`src/rtl/key_step_pkg.sv`:
```
// Shared types for the step-key conditioner: FSM state encoding and default counter width.
package key_step_pkg;

  typedef enum logic [2:0] {
    S_IDLE        = 3'd0,
    S_PRESS_DEB   = 3'd1,
    S_HELD        = 3'd2,
    S_REPEAT      = 3'd3,
    S_RELEASE_DEB = 3'd4
  } state_t;

  localparam int KS_CNT_W = 25;

endpackage

```
`src/rtl/sync2.sv`:
```
// Two-flop synchroniser for an asynchronous level input, with a configurable reset value.
module sync2 #(
  parameter logic RST_VAL = 1'b1
) (
  input  logic i_clk,
  input  logic i_reset_n,
  input  logic i_d,
  output logic o_q
);

  logic r_meta;

  always_ff @(posedge i_clk) begin
    if (!i_reset_n) begin
      r_meta <= RST_VAL;
      o_q    <= RST_VAL;
    end else begin
      r_meta <= i_d;
      o_q    <= r_meta;
    end
  end

endmodule

```
`src/rtl/key_step_conditioner.sv`:
```
// Turns a bouncing active-low step key plus a direction switch into a clean one-cycle
// step pulse (with optional hold-to-repeat) and a direction level that only moves on a step.
module key_step_conditioner
  import key_step_pkg::*;
#(
  parameter int DEBOUNCE_CYCLES = 50000,
  parameter int REPEAT_EN       = 1,
  parameter int REPEAT_DELAY    = 25000000,
  parameter int REPEAT_PERIOD   = 5000000,
  parameter int CNT_W           = KS_CNT_W
) (
  input  logic clk,
  input  logic reset,
  input  logic key_n,
  input  logic sw_dir,
  output logic step,
  output logic dir,
  output logic pressed
);

  localparam logic [CNT_W-1:0] DEB_C = CNT_W'(DEBOUNCE_CYCLES);
  localparam logic [CNT_W-1:0] DLY_C = CNT_W'(REPEAT_DELAY - 1);
  localparam logic [CNT_W-1:0] PER_C = CNT_W'(REPEAT_PERIOD - 1);
  localparam logic [CNT_W-1:0] ONE_C = CNT_W'(1);

  logic             w_key_s;
  logic             w_dir_s;
  state_t           r_state;
  logic [CNT_W-1:0] r_cnt;
  logic             r_step;
  logic             r_dir;
  logic             r_pressed;

  function automatic logic [CNT_W-1:0] sat_inc(input logic [CNT_W-1:0] v);
    return (v == {CNT_W{1'b1}}) ? v : v + ONE_C;
  endfunction

  sync2 #(.RST_VAL(1'b1)) u_sync_key (
    .i_clk     (clk),
    .i_reset_n (reset),
    .i_d       (key_n),
    .o_q       (w_key_s)
  );

  sync2 #(.RST_VAL(1'b1)) u_sync_dir (
    .i_clk     (clk),
    .i_reset_n (reset),
    .i_d       (sw_dir),
    .o_q       (w_dir_s)
  );

  always_ff @(posedge clk) begin
    if (!reset) begin
      r_state   <= S_IDLE;
      r_cnt     <= '0;
      r_step    <= 1'b0;
      r_dir     <= 1'b0;
      r_pressed <= 1'b0;
    end else begin
      r_step <= 1'b0;
      case (r_state)
        S_IDLE: begin
          r_pressed <= 1'b0;
          if (!w_key_s) begin
            r_state <= S_PRESS_DEB;
            r_cnt   <= ONE_C;
          end else begin
            r_cnt <= '0;
          end
        end
        S_PRESS_DEB: begin
          if (w_key_s) begin
            r_state <= S_IDLE;
            r_cnt   <= '0;
          end else if (r_cnt == DEB_C) begin
            r_state   <= S_HELD;
            r_cnt     <= '0;
            r_step    <= 1'b1;
            r_dir     <= w_dir_s;
            r_pressed <= 1'b1;
          end else begin
            r_cnt <= sat_inc(r_cnt);
          end
        end
        S_HELD: begin
          if (w_key_s) begin
            r_state <= S_RELEASE_DEB;
            r_cnt   <= ONE_C;
          end else if ((REPEAT_EN != 0) && (r_cnt == DLY_C)) begin
            r_state <= S_REPEAT;
            r_cnt   <= '0;
            r_step  <= 1'b1;
            r_dir   <= w_dir_s;
          end else begin
            r_cnt <= sat_inc(r_cnt);
          end
        end
        S_REPEAT: begin
          if (w_key_s) begin
            r_state <= S_RELEASE_DEB;
            r_cnt   <= ONE_C;
          end else if (r_cnt == PER_C) begin
            r_cnt  <= '0;
            r_step <= 1'b1;
            r_dir  <= w_dir_s;
          end else begin
            r_cnt <= sat_inc(r_cnt);
          end
        end
        S_RELEASE_DEB: begin
          // A re-press while releasing returns to HELD, so the repeat delay starts over.
          if (!w_key_s) begin
            r_state <= S_HELD;
            r_cnt   <= '0;
          end else if (r_cnt == DEB_C) begin
            r_state   <= S_IDLE;
            r_cnt     <= '0;
            r_pressed <= 1'b0;
          end else begin
            r_cnt <= sat_inc(r_cnt);
          end
        end
        default: begin
          r_state   <= S_IDLE;
          r_cnt     <= '0;
          r_pressed <= 1'b0;
        end
      endcase
    end
  end

  assign step    = r_step;
  assign dir     = r_dir;
  assign pressed = r_pressed;

endmodule

```
`config.mk`:
```
export PLATFORM = sky130hd
export DESIGN_NAME = key_step_conditioner
export DESIGN_NICKNAME = d
export VERILOG_FILES = /design/src/rtl/key_step_pkg.sv /design/src/rtl/sync2.sv /design/src/rtl/key_step_conditioner.sv
export SDC_FILE = /design/constraint.sdc
export NUM_CORES = 1
export LEC_CHECK = 0
export CORE_MARGIN = 1
export CORE_UTILIZATION = 35
export CTS_CLUSTER_DIAMETER = 80
export DETAILED_ROUTE_END_ITERATION = 6
export DONT_BUFFER_PORTS = 1
export PLACE_DENSITY = 0.58
export SYNTH_ARGS = -nofsm -noshare
export SYNTH_HDL_FRONTEND = slang
export SYNTH_SLANG_ARGS = --single-unit
```
`constraint.sdc`:
```
create_clock -name clk -period 5.03 [get_ports clk]
set_clock_uncertainty 0.15 [all_clocks]
set_input_delay 1.006 -clock clk [delete_from_list [all_inputs] [get_ports clk]]
set_output_delay 1.006 -clock clk [all_outputs]
set_load 0.01 [all_outputs]
```
==> results of run 1 <==
==> layer usage <==
| metal | part of all wire [%] | track usage [%] | routed length [um] |
|---|---|---|---|
| met3 | 4.8 | 4.35 | 215 |
| met5 | 0 | 0 | 0 |
| met4 | 1.5 | 7.92 | 66 |
| met1 | 50 | 21.7 | 2220 |
| met2 | 44 | 24.7 | 1940 |
==> area by class of cell <==
type                       instances  area, um2  area share (%)
tap                               72       90.1            4.22
sequential                        35        701            32.8
multi-input combinational        179       1200            56.4
inverter                          11       41.3            1.93
clock buffer                       8        100            4.69
==> cell usage after synthesis (2+ instances only) <==
| master | instances |
|---|---|
| nand3_2 | 2 |
| nand2_1 | 18 |
| mux2i_1 | 2 |
| a21oi_1 | 13 |
| ha_1 | 2 |
| or4_2 | 2 |
| dfxtp_1 | 35 |
| nor2b_1 | 2 |
| or4_4 | 3 |
| nor3b_1 | 2 |
| o21ai_0 | 12 |
| nand2b_1 | 4 |
| nor3_1 | 3 |
| and3b_1 | 3 |
| nor4_1 | 5 |
| a211oi_1 | 5 |
| or3_1 | 9 |
| nand3_1 | 11 |
| a31oi_1 | 3 |
| clkbuf_1 | 7 |
| a21o_1 | 2 |
| inv_1 | 11 |
| and3_1 | 5 |
| xor2_1 | 4 |
| or3_2 | 3 |
| xnor2_1 | 6 |
| clkbuf_2 | 2 |
| o31ai_1 | 3 |
| nor2_1 | 20 |
| or4_1 | 2 |
| nand4_1 | 8 |
| a221oi_1 | 2 |
| o2111ai_1 | 2 |
==> kinds of logic after synthesis <==
logic type | count (synthesis) | share of synthesized area [%]
buf+inv | 23 | 5.48
simple gates | 114 | 35.5
xor+xnor | 10 | 4.36
flops | 35 | 34.9
mux | 2 | 0.997
compound gates | 51 | 17.5
fa+ha+maj | 2 | 1.25
==> critical path, stage by stage (launching register included) <==
cell and delay (ns):
dfxtp_1 0.37, ha_1 0.25, nand4_1 0.12, nor4_2 1.02
a21o_1 0.42, or4_2 0.18, a21oi_1 0.05
==> worst paths after layout <==
| path | depth (start not counted) | start | to |
|---|---|---|---|
| max reg2reg | 6 | r_cnt[1] | r_cnt[10] |
| max | 6 | r_cnt[1] | r_cnt[10] |
| min reg2reg | 1 | u_sync_key.r_meta | u_sync_key.o_q |
| min | 1 | u_sync_key.r_meta | u_sync_key.o_q |
==> flip-flops by register name, indices dropped and copies added (netlist names) <==
register,flops
step,1
r_cnt,25
u_sync_dir.r_meta,1
dir,1
pressed,1
r_state,3
u_sync_dir.o_q,1
u_sync_key.o_q,1
u_sync_key.r_meta,1
==> power groups by stage <==
stage / Sequential [mW] / Clock (mW) / Combinational (mW)
2_1_floorplan: 0.286 / 0 / 0.00755
3_3_place_gp: 0.287 / 0 / 0.00653
3_5_place_dp: 0.287 / 0 / 0.00655
4_1_cts: 0.281 / 0.235 / 0.00661
5_1_grt: 0.281 / 0.247 / 0.00772
6_report: 0.281 / 0.227 / 0.00650
==> cells in the final DEF, fill, tap and decap left out, types with 4 or more instances in the layout <==
cell	n
a21oi_1	13
o21ai_0	12
dfxtp_1	35
clkbuf_8	7
inv_1	11
nand2b_1	4
nand2_1	18
a211oi_1	5
or3_1	9
xnor2_1	6
nand4_1	8
nand3_1	11
nor2_1	20
xor2_1	4
nor4_1	4
and3_1	5
==> key figures, run 1 <==
Timing
  • RSZ-0062 raised after global routing: no
  • Max-slew violations: 0
  • Total negative slack: 0 ns
  • Final hold vios: 0
  • Top achievable clock speed: approximately 370 MHz
  • Final period util: a little over half
  • Least-Margin Pin Slew: around 1.2 ns
  • Setup-failing EPs final: 0
  • Hold WS: 0.265 ns
  • Setup slack after layout: about 2.3 ns
  • Min cycle time layout: around 2.7 ns
  • Rel. slew slack: between 15 and 20%

Floorplanning
  • Die height: slightly below 80 um
  • Starting density of the core: ~36%
  • Die X: slightly below 80 um
  • Row count: 27
  • I/O Pins: 7
  • Core Region: roughly 0.0055 mm2
  • Die footprint: 0.00604 mm2

Run status
  • Status: finished, final reports clean

Logic synthesis
  • Post-synthesis register bit count: 35
  • Syn nets: around 240
  • Number of synthesized flops with an enable pin: 0
  • Area contributors post-synth: dfxtp_1 35%, nor2_1 3.7%, nand2_1 3.4%
  • Area leader, netlist: dfxtp_1
  • Top cell type's share of synthesized area: approximately a third
  • Synthesis Warnings: 0
  • Post-synthesis instance total: between 200 and 250
  • Sequential area share after synthesis: 34.9%
  • Ys flop type: dfxtp_1
  • Avg Synthesized Cell Area: 8.47 um2
  • Ys async rst share: 0%
  • Netlist cell types: 57
  • Mapped Area: about 0.0020 mm2

Finish
  • Post-route insts no fill: ~300
  • Share of cells above drive strength 1: 12.0%
  • Final core utilization: ~39%
  • Antenna diodes: 0
  • Nets: around 240
  • Final-layout fill cell count: roughly 570
  • Design area: between 0.002 and 0.0025 mm2
  • Area grow syn2layout: 6.36%

Pwr
  • Clock Power Share: between 40 and 50%
  • P_leak: 0.641 nW
  • Switch share: between 20% and 30%
  • Total power draw: 0.514 mW
  • Net switching power figure: approximately 0.11 mW
  • Sequential share of power: 54.6%
  • P per Cell Area: roughly 240 mW/mm2
  • Comb pwr share: 1.3%
  • Internal: between 0.4 and 0.5 mW
  • Peak VDD IR: 0.154 mV

Clocking
  • CTS buffer count: 5
  • Clock-pin slew on the worst setup and hold paths: roughly 0.070 ns
  • Resize count post-CTS: 0
  • Worst-Skew Late Latency: 0.29 ns
  • Root buf cell: clkbuf_8
  • Worst-case clock buffer depth: 2
  • # clock sinks: 35
  • Setup Fix Bufs, Post-CTS: 0
  • # hold bufs at CTS: 0
  • H-tree depth: 2
  • TritonCTS clock tree: yes

Detailed routing
  • Final ANT Viol Nets: 0
  • DR vias: roughly 1700
  • Total Wirelength: ~4400 um
  • WL/cell: ~15 um
  • Via density: approximately 5.6
  • Post-route DRC: 0
  • Router iterations before antenna repair: 4
  • Initial DRC Count: 67

Place
  • Port bufs: 0
  • Pre-CTS setup slack: approximately 2.3 ns
  • Placed Area: a little over 0.002 mm2
  • Post-DP HPWL: 3140 um
  • Placed insts: approximately 300
  • Gpl congestion: 0.869

Worst setup path
  • Crit. End Element: register
  • CP Class: register to register
  • Critical Path AT: around 2.7 ns
  • Worst EP required: between 5 and 6 ns
  • CP Max Fanout: 13
  • Reg-to-reg slack, setup: about 2.3 ns
  • CP startpoint kind: register

Global route
  • Gr usage total: ~16%
  • Grt ovf: 0
  • Largest net degree at the start of global routing: 25
  • Antenna violations before repair: 0
  • First-pass GRT wire length: approximately 7800 um
  • Vias in the first global route: 1606

Worst hold path
  • Hold Path Class: register to register

Job
  • Max Cap Viol: 0
No activity file was read; power rests on OpenSTA's default activity.
==> run 2, diff against run 1 <==
Clock period 5.03 ns to 2.65 ns, I/O delays scaled along.
==> run 2 against run 1 <==
Against the previous run:
- global-route usage rose by 0.63 points
- sequential share of layout area fell by 0.51 points
- combinational power rose by 92%
- sequential power rose by 90%
- register-to-register slack got worse by 2.0 ns
- first-iteration DRC count rose by 150%
- total power rose by 79%
- critical path depth did not move
- non-clock buffer count rose by 7
- setup slack got worse by 2.0 ns
- design area rose by 1.6%
- via count rose by 4.7%
- critical path type unchanged
- largest power group unchanged
==> key figures, run 2 (synthesis gave the netlist of run 1 again) <==
Clocking
  • # hold bufs at CTS: 0
  • Clock-pin slew on the worst setup and hold paths: about 0.070 ns
  • H-tree depth: 2
  • CTS buffer count: 5
  • # clock sinks: 35
  • Resize count post-CTS: 0
  • TritonCTS clock tree: yes
  • Worst-case clock buffer depth: 2
  • Root buf cell: clkbuf_8
  • Worst-Skew Late Latency: 0.29 ns
  • Setup Fix Bufs, Post-CTS: 0

Detailed routing
  • Final ANT Viol Nets: 0
  • Initial DRC Count: approximately 170
  • DR vias: 1779
  • Via density: roughly 5.7
  • WL/cell: between 10 and 15 um
  • Router iterations before antenna repair: 5
  • Post-route DRC: 0
  • Total Wirelength: 4630 um

Floorplanning
  • Die X: 77.7 um
  • I/O Pins: 7
  • Die height: ~78 um
  • Die footprint: 0.00604 mm2
  • Starting density of the core: between 30% and 40%
  • Row count: 27
  • Core Region: 0.00551 mm2

Global route
  • Gr usage total: roughly 17%
  • Antenna violations before repair: 0
  • Vias in the first global route: around 1700
  • GR met3 Demand/Resource: 3.53%
  • Met2 GRT Util: between 20% and 30%
  • GR peak layer: met2
  • Largest net degree at the start of global routing: 25
  • Grt ovf: 0
  • Grt met1 use: 22.2%
  • First-pass GRT wire length: between 8000 and 9000 um

Timing
  • Setup slack after layout: roughly 0.3 ns
  • Final hold vios: 0
  • Final period util: 88.9%
  • Setup-failing EPs final: 0
  • Rel. slew slack: between 60% and 70%
  • Top achievable clock speed: ~420 MHz
  • Max-slew violations: 0
  • RSZ-0062 raised after global routing: no
  • Least-Margin Pin Slew: about 0.46 ns
  • Min cycle time layout: 2.36 ns
  • Hold WS: 0.163 ns
  • Total negative slack: 0 ns

Finish
  • Nets: 245
  • Largest reg by FF count: r_cnt
  • Max FFs per register: 25
  • Design area: ~0.0022 mm2
  • Antenna diodes: 0
  • Commonest cells after routing, fill and taps aside: 35 x dfxtp_1, 20 x nor2_1, 18 x nand2_1
  • Area grow syn2layout: 8.04%
  • Share of cells above drive strength 1: 14.2%
  • Final-layout fill cell count: around 570
  • Largest regs: r_cnt: 25 flops, r_state: 3 flops
  • Most common cell after layout, fill and taps aside: dfxtp_1

Worst setup path
  • CP startpoint kind: register
  • CP peak stage delay: 0.60 ns
  • Critical Path AT: ~2.4 ns
  • CP Class: register to register
  • Slowest CP cell: or4_4
  • CP Max Fanout: 24
  • Worst EP required: 2.66 ns
  • CP Cell Sequence: or4_4, nor4_4, nand3_2, a22oi_4, buf_4, nor2_1
  • Crit. End Element: register

Worst hold path
  • Hold Path Class: primary input to register

Pwr
  • P per Cell Area: 425 mW/mm2
  • P_leak: 0.668 nW
  • Peak VDD IR: between 0.2 and 0.3 mV

Place
  • Placed Area: approximately 0.0021 mm2
  • Post-DP HPWL: around 3300 um
  • Gpl congestion: between 0.9 and 1
  • Port bufs: 0
  • Pre-CTS setup slack: ~0.31 ns

Run status
  • Status: finished, final reports clean

Job
  • Max Cap Viol: 0
==> run 2: path summary, 6_finish.rpt <==
path	start	to	slack, ns	depth (start not counted)
worst max-delay path	r_cnt[12]	r_cnt[20]	0.29	6
worst min-delay path	reset	u_sync_key.o_q	0.16	1
worst max register to register	r_cnt[12]	r_cnt[20]	0.29	6
worst min register to register	u_sync_key.r_meta	u_sync_key.o_q	0.26	1
==> run 2: report_power, final <==
part | leakage, nW | internal (mW) | switching (mW)
clock | 0.0422 | 0.185 | 0.192
combinational | 0.343 | 0.00576 | 0.00676
sequential | 0.283 | 0.529 | 0.00325
total | 0.668 | 0.720 | 0.202
==> run 2: worst max-delay path, delay by kind of cell, from the launching register on <==
family / cells / cell delay (ns)
AO/OA/AOI/OAI: 1 / 0.19
flip-flops: 1 / 0.37
AND/OR/NAND/NOR: 4 / 1.22
buffers and inverters: 1 / 0.31
==> run 2: cell type report <==
cell class / instances / area, um2 / share of cell area [%]
flip-flops and latches: 35 / 701 / 32.3
inverters: 11 / 41.3 / 1.90
clock buffers: 7 / 76.3 / 3.52
well taps: 72 / 90.1 / 4.15
clock inverters: 1 / 5.00 / 0.231
multi-input cells: 179 / 1200 / 55.5
repair buffers: 7 / 52.6 / 2.42
==> run 2: per-layer routing <==
layer / routed length, um / vias up
met4: 115 / 0
met5: 0 / -
met3: 189 / 13
met2: 2160 / 44
met1: 2160 / 834
li1: - / 888
==> run 2: per-stage QoR <==
| step | instances | power, mW | util [%] |
|---|---|---|---|
| 2_1_floorplan | 237 | 0.557 | - |
| 3_3_place_gp | 304 | 0.557 | 37.9 |
| 3_5_place_dp | 304 | 0.557 | 37.9 |
| 4_1_cts | 312 | 0.931 | 39.4 |
| 5_1_grt | 312 | 0.961 | 39.4 |
| 6_report | 312 | 0.921 | 39.4 |
==> run 3, diff against run 2 <==
Clock period 2.65 ns to 2.7 ns, I/O delays scaled along.
==> run 3 against run 2 <==
Against the previous run:
- cell count decreased by 0.64%
- highest routed layer unchanged
- critical path type unchanged
- core utilization increased by 0.95 points
- total power increased by 20%
==> key figures, run 3 (synthesis gave the netlist of run 1 again) <==
Run status
  • Status: finished, final reports clean

Timing
  • Min cycle time layout: roughly 2.3 ns
  • Total negative slack: 0 ns
  • Setup-failing EPs final: 0
  • Rel. slew slack: around three fifths
  • Setup slack after layout: ~0.42 ns
  • Max-slew violations: 0
  • RSZ-0062 raised after global routing: no
  • Final period util: a little over four fifths
  • Hold WS: approximately 0.17 ns
  • Top achievable clock speed: about 440 MHz
  • Final hold vios: 0
  • Least-Margin Pin Slew: 0.579 ns

Job
  • Max Cap Viol: 0

Finish
  • Largest reg by FF count: r_cnt
  • Nets: roughly 240
  • Area grow syn2layout: 10.7%
  • Most common cell after layout, fill and taps aside: dfxtp_1
  • Max FFs per register: 25
  • Share of cells above drive strength 1: around 14%
  • Antenna diodes: 0
  • Commonest cells after routing, fill and taps aside: 35 x dfxtp_1, 20 x nor2_1, 18 x nand2_1
  • Largest regs: r_cnt: 25 flops, r_state: 3 flops

Floorplanning
  • Die height: slightly below 80 um
  • Core Region: approximately 0.0055 mm2
  • Starting density of the core: roughly 36%
  • Row count: 27
  • Die X: slightly below 80 um
  • I/O Pins: 7
  • Die footprint: just over 0.006 mm2

Global route
  • Grt met1 use: between 20% and 30%
  • GR met3 Demand/Resource: around 3.8%
  • GR peak layer: met2
  • Gr usage total: 16.1%
  • Antenna violations before repair: 0
  • Met2 GRT Util: ~25%
  • Largest net degree at the start of global routing: 25
  • Grt ovf: 0
  • First-pass GRT wire length: 7710 um
  • Vias in the first global route: 1580

Worst setup path
  • CP startpoint kind: register
  • CP Class: register to register
  • Critical Path AT: approximately 2.3 ns
  • Worst EP required: 2.72 ns
  • Crit. End Element: register
  • Worst path bufs/invs: 0
  • Slowest CP cell: or4_4
  • CP delay by family, top: simple AND/OR/NAND/NOR gates
  • CP Max Fanout: 6
  • CP Cell Sequence: or4_4, nor4_4, nand4_1, a221oi_1, nor4_1
  • CP peak stage delay: ~0.60 ns

Pwr
  • P per Cell Area: between 400 and 500 mW/mm2
  • Peak VDD IR: approximately 0.24 mV
  • P_leak: about 0.69 nW

Place
  • Gpl congestion: 0.867
  • Pre-CTS setup slack: approximately 0.43 ns
  • Post-DP HPWL: 3190 um
  • Port bufs: 0

Detailed routing
  • WL/cell: roughly 14 um
  • Final ANT Viol Nets: 0
  • Total Wirelength: roughly 4400 um
  • Initial DRC Count: about 190
  • Router iterations before antenna repair: 4
  • Post-route DRC: 0
  • Via density: around 5.6
  • DR vias: around 1700

Clocking
  • # hold bufs at CTS: 0
  • H-tree depth: 2
  • CTS buffer count: 5
  • Clock-pin slew on the worst setup and hold paths: roughly 0.080 ns
  • Resize count post-CTS: 0
  • # clock sinks: 35
  • Setup Fix Bufs, Post-CTS: 0
  • Worst-case clock buffer depth: 2
  • Worst-Skew Late Latency: between 0.2 and 0.3 ns
  • Root buf cell: clkbuf_8
  • TritonCTS clock tree: yes

Worst hold path
  • Hold Path Class: primary input to register
[run 3: changes by cell type in the layout (fill, tap and decap cells not counted)]
cell / delta
bufinv_16: +2
clkbuf_1: -2
buf_4: -3
clkinv_2: -1
clkinvlp_4: +1
buf_12: +1
[run 3: stage by stage]
step | cells | power, mW | util, % | cell area, um2
2_1_floorplan | 237 | 0.546 | - | 2010
3_3_place_gp | 302 | 0.547 | 37.9 | 2090
3_5_place_dp | 302 | 0.547 | 37.9 | 2090
4_1_cts | 310 | 1.12 | 40.4 | 2220
5_1_grt | 310 | 1.15 | 40.4 | 2220
6_report | 310 | 1.11 | 40.4 | 2220
[run 3: worst paths after layout]
path / slack [ns] / from / cells after the start / to
max: 0.42 / r_cnt[12] / 5 / r_cnt[0]
min: 0.17 / reset / 1 / u_sync_key.r_meta
max reg2reg: 0.42 / r_cnt[12] / 5 / r_cnt[0]
min reg2reg: 0.27 / u_sync_key.r_meta / 1 / u_sync_key.o_q
[run 3: cell type report]
| cell class | instances | area (um2) |
|---|---|---|
| clock buffers | 5 | 68.8 |
| clock inverters | 3 | 67.6 |
| fillers | 557 | 3280 |
| inverters | 11 | 41.3 |
| multi-input cells | 179 | 1200 |
| flip-flops and latches | 35 | 701 |
| well taps | 72 | 90.1 |
| repair buffers | 5 | 50.0 |
[run 3: power by group]
part	internal, mW	switching (mW)
sequential	0.519	0.00313
combinational	0.00573	0.00649
clock	0.368	0.204
[run 3: layer usage]
metal	share of wire [%]	wire length [um]	up-vias
met2	45	1990	30
met1	50	2200	803
met5	0	0	-
met4	1.2	55	0
li1	-	-	882
met3	3.9	170	9
